### src/rtl/shift_unit_arbiter.sv
// Round-robin arbiter sharing one 32-bit log shifter (SLL/SRL/SRA/ROR) between two
// requesters, with a single-entry registered response buffer tagged by requester ID.
module shift_unit_arbiter (
    input  logic        clk_i,
    input  logic        rst_i,
    input  logic        req0_valid_i,
    output logic        req0_ready_o,
    input  logic [31:0] req0_data_i,
    input  logic [4:0]  req0_shamt_i,
    input  logic [1:0]  req0_op_i,
    input  logic        req1_valid_i,
    output logic        req1_ready_o,
    input  logic [31:0] req1_data_i,
    input  logic [4:0]  req1_shamt_i,
    input  logic [1:0]  req1_op_i,
    output logic        rsp_valid_o,
    input  logic        rsp_ready_i,
    output logic [31:0] rsp_data_o,
    output logic        rsp_id_o
);

    typedef enum logic [1:0] {
        OP_SLL = 2'b00,
        OP_SRL = 2'b01,
        OP_ROR = 2'b10,
        OP_SRA = 2'b11
    } shift_op_e;

    logic        rsp_valid_q, rsp_valid_d;
    logic [31:0] rsp_data_q, rsp_data_d;
    logic        rsp_id_q, rsp_id_d;
    logic        last_grant_q, last_grant_d;

    logic        can_accept;
    logic        grant_any;
    logic        grant_sel;
    logic        accept;
    logic [31:0] sh_data;
    logic [4:0]  sh_amt;
    shift_op_e   sh_op;
    logic [31:0] sh_res;

    // On contention the requester that did not win last time is chosen.
    always_comb begin
        can_accept   = !rsp_valid_q || rsp_ready_i;
        grant_any    = req0_valid_i || req1_valid_i;
        grant_sel    = (req0_valid_i && req1_valid_i) ? !last_grant_q : req1_valid_i;
        req0_ready_o = !rst_i && can_accept && grant_any && !grant_sel;
        req1_ready_o = !rst_i && can_accept && grant_any && grant_sel;
        accept       = req0_ready_o || req1_ready_o;
    end

    always_comb begin
        sh_data = grant_sel ? req1_data_i  : req0_data_i;
        sh_amt  = grant_sel ? req1_shamt_i : req0_shamt_i;
        sh_op   = shift_op_e'(grant_sel ? req1_op_i : req0_op_i);
    end

    // Five conditional stages of 1/2/4/8/16 bits, one per shift-amount bit.
    always_comb begin
        sh_res = sh_data;
        for (int k = 0; k < 5; k++) begin
            if (sh_amt[k]) begin
                case (sh_op)
                    OP_SLL:  sh_res = sh_res << (1 << k);
                    OP_SRL:  sh_res = sh_res >> (1 << k);
                    OP_SRA:  sh_res = $signed(sh_res) >>> (1 << k);
                    default: sh_res = (sh_res >> (1 << k)) | (sh_res << (32 - (1 << k)));
                endcase
            end
        end
    end

    always_comb begin
        rsp_valid_d  = rsp_valid_q;
        rsp_data_d   = rsp_data_q;
        rsp_id_d     = rsp_id_q;
        last_grant_d = last_grant_q;
        if (accept) begin
            rsp_valid_d  = 1'b1;
            rsp_data_d   = sh_res;
            rsp_id_d     = grant_sel;
            last_grant_d = grant_sel;
        end else if (rsp_ready_i) begin
            rsp_valid_d  = 1'b0;
        end
    end

    // last_grant resets to 1 so requester 0 wins the first contention.
    always_ff @(posedge clk_i or posedge rst_i) begin
        if (rst_i) begin
            rsp_valid_q  <= 1'b0;
            rsp_data_q   <= 32'h0;
            rsp_id_q     <= 1'b0;
            last_grant_q <= 1'b1;
        end else begin
            rsp_valid_q  <= rsp_valid_d;
            rsp_data_q   <= rsp_data_d;
            rsp_id_q     <= rsp_id_d;
            last_grant_q <= last_grant_d;
        end
    end

    assign rsp_valid_o = rsp_valid_q;
    assign rsp_data_o  = rsp_data_q;
    assign rsp_id_o    = rsp_id_q;

endmodule
### config.mk
export PLATFORM = sky130hd
export DESIGN_NAME = shift_unit_arbiter
export DESIGN_NICKNAME = d
export VERILOG_FILES = /design/src/rtl/shift_unit_arbiter.sv
export SDC_FILE = /design/constraint.sdc
export NUM_CORES = 1
export LEC_CHECK = 0
export CAP_MARGIN = 10
export CORE_MARGIN = 1
export CORE_UTILIZATION = 50
export DETAILED_ROUTE_END_ITERATION = 8
export PLACE_DENSITY = 0.75
export SYNTH_ARGS = -nofsm -noshare
export SYNTH_HDL_FRONTEND = slang
export SYNTH_SLANG_ARGS = --single-unit
### constraint.sdc
create_clock -name clk_i -period 7.3 [get_ports clk_i]
set_clock_uncertainty 0.15 [all_clocks]
set_input_delay 1.095 -clock clk_i [delete_from_list [all_inputs] [get_ports clk_i]]
set_output_delay 1.095 -clock clk_i [all_outputs]
set_load 0.03 [all_outputs]
==> flow_summary.toml <==
[outcome]
outcome = "complete, no violations"

[synth]
seq_area_frac_synth_pct = 11.07
ys_warn_count = 0
synth_area_leaders = "mux2i_1 (11%), dfrtp_1 (11%), o21ai_0 (5.1%), a21oi_1 (4.7%), nand2_1 (4.5%)"
synth-seq-cells = 35
synth_area_um2 = 7924
yosysMostFrequentCell = "nand2_1"
synth_top_cell_by_area = "mux2i_1"
synth_nets = 1182
synth_edf_count = 0
synth.avg_cell_area_um2 = 7.210
syn_inst = 1099
synth_top_area_share_pct = 10.86
synth_flop_cell = "dfrtp_1"
async_flop_share_pct = 100.0
yosys-top-cells-count = "nand2_1 (95), nor2_1 (93), mux2i_1 (86)"
post_synth_num_cell_types = 83

[sta]
max_slew.worst_pin.slew_ns = 1.110
fmax_ghz = 0.1910
final-max-slew-violation-count = 0
relSlewSlack_pct = 25.80
tns_ns = 0
min_period_ns = 5.234
finalSetupViolCount = 0
rsz0062_at_grt = "false"
hold_violations = 0
min_period_over_period_pct = 71.70
setup_ws_ns = 2.066

[power]
power_density_nw_per_um2 = 183.5
ir_worst_vdd_v = 0.00009963
power.share.sequential_pct = 17.1
power_frac_comb_pct = 68.1
clockPowerShare_pct = 14.8
p_int_mw = 0.8372
p_leak_nw = 3.381
switchingPower_mw = 0.8477
sw_frac_of_total_pct = 50.31

[global_routing]
grt_util_met3_pct = 11.69
antenna_found_initial = 1
grt_pass1_wl_mm = 55.39
grt_remaining_overflow = 0
grtUsageTotal_pct = 44.00
top_usage_layer = "met2"
met2_usage_pct = 64.39
grt_pass1_vias = 9281
use_met1_pct = 58.83
grt_max_degree = 48

[placement]
place.gp.congestion = 1.031
preCtsSetupSlack_ns = 1.978
dp_hpwl_mm = 26.35
portBuffers = 118

[finish]
syn2layout_area_growth_pct = 15.87
final_net_count = 1219
num_antenna_cells = 0
drive_above_1_share_pct = 10.20

[route]
via_count = 10130
antenna_left = 0
avgViaCountPerCell = 7.514
drc = 0
wl_mm = 36.01
avgRoutedWirePerCell_um = 26.72
first_pass_iters = 7
drt_iter0_markers = 1648

[floorplan]
die_area_um2 = 16350
io_pins = 119
core_area_um2 = 15310
start_util_pct = 51.74
die_w_um = 127.9
die_height_um = 127.9
rows = 45

[critical_path]
end_kind = "flop"
cp-start-kind = "primary input"
critPathArrivalTime_ns = 5.31
crit_fanout = 41
critPathKind = "primary input to flop"
required_ns = 7.38

[cts]
root_buffer = "clkbuf_16"
cts_hold_buf = 0
cts_sinks = 35
insertion_delay_ns = 0.28
cts_tree = "yes"
post-cts-setup-buffers = 0
cts_buffers = 5
clockBufferDepth = 2
path_clk_slew_ns = 0.06
cts_resized = 0
ctsHtreeMaxLevel = 2

[min_path]
hold_class = "flop to flop"

[flow_run]
drv_cap = 0
[state kept, by name, indices dropped and copies added (netlist names)]
name          flops
rsp_id_o          1
rsp_data_o       32
rsp_valid_o       1
last_grant_q      1
[area by class of cell]
type / count / area (um2)
Clock buffer: 5 / 125.1
Inverter: 10 / 37.54
Multi-Input combinational cell: 936 / 6437
Fill cell: 1500 / 6133
Timing Repair Buffer: 148 / 1396
Clock inverter: 3 / 43.79
Sequential cell: 35 / 877.1
Tap cell: 211 / 264.0
[cell families (layout without fill, tap and decap cells)]
family | Yosys count | after routing | share of synthesized area [%]
AOI/OAI and AO/OA | 460 | 460 | 41.17
buffers and inverters | 128 | 166 | 8.211
DFF | 35 | 35 | 11.07
muxes | 124 | 124 | 18.03
and+or+nand+nor | 352 | 352 | 21.52
[placed cells by master, fill, tap and decap left out, drive strengths merged, types with 11 or more instances in the layout]
master,n
a2111oi,14
nand2,96
nor3b,12
o211ai,32
a311oi,15
dfrtp,34
mux4,11
mux2i,89
nor2b,11
a211oi,32
o22ai,15
nor3,40
o21ai,95
a22oi,14
o21a,23
nor2,95
nand3,34
buf,32
or3b,13
mux2,24
a21oi,75
a221oi,16
a31oi,25
clkdlybuf4s50,116
[power by group through the flow]
| stage | sequential [mW] | clock, mW | combinational [mW] |
|---|---|---|---|
| finish | 0.288 | 0.250 | 1.15 |
| global placement | 0.287 | 0 | 1.10 |
| detailed placement | 0.290 | 0 | 1.10 |
| global route | 0.293 | 0.258 | 1.20 |
| floorplan | 0.393 | 0 | 0.613 |
| CTS | 0.287 | 0.250 | 1.11 |
[routing by layer]
| metal | routed length [um] | share of wire, % |
|---|---|---|
| met1 | 13910 | 39 |
| met2 | 14990 | 42 |
| met3 | 4909 | 14 |
| met4 | 2197 | 6.1 |
| met5 | 0 | 0 |
[critical path: stages]
cell             delay [ns]
clkdlybuf4s50_1        0.63
a21bo_4                0.35
buf_4                  0.49
mux2i_4                0.77
buf_4                  0.51
nor2_1                 0.14
a32oi_1                0.58
a221oi_1               0.20
o2bb2ai_1              0.18
o21ai_0                0.17
o211a_1                0.17
[path summary, 6_finish.rpt]
check | start | end | slack, ns | depth (start not counted)
worst min register to register | rsp_id_o | rsp_id_o | 0.33 | 1
worst min-delay path | rsp_id_o | rsp_id_o | 0.33 | 1
worst max-delay path | req0_valid_i | rsp_data_o[30] | 2.07 | 11
min in group asynchronous | rst_i | rsp_id_o | 1.13 | 3
max in group asynchronous | rst_i | last_grant_q | 5.53 | 3
worst max register to register | last_grant_q | rsp_data_o[30] | 2.95 | 10
[metrics by stage]
| step | hold slack [ns] | util (%) | std cells | instance area (um2) | power (mW) |
|---|---|---|---|---|---|
| final | 0.3255 | 59.95 | 1348 | 9181 | 1.685 |
| after global routing | 0.3362 | 59.95 | 1348 | 9181 | 1.754 |
| after CTS | 0.3281 | 59.95 | 1348 | 9181 | 1.644 |
| after detailed placement | 0.3153 | 58.85 | 1340 | 9012 | 1.394 |
| after global placement | 0.3122 | 58.85 | 1340 | 9012 | 1.391 |
| after floorplan | 0.3810 | - | 1099 | 7924 | 1.007 |
No activity file was read; power rests on OpenSTA's default activity.
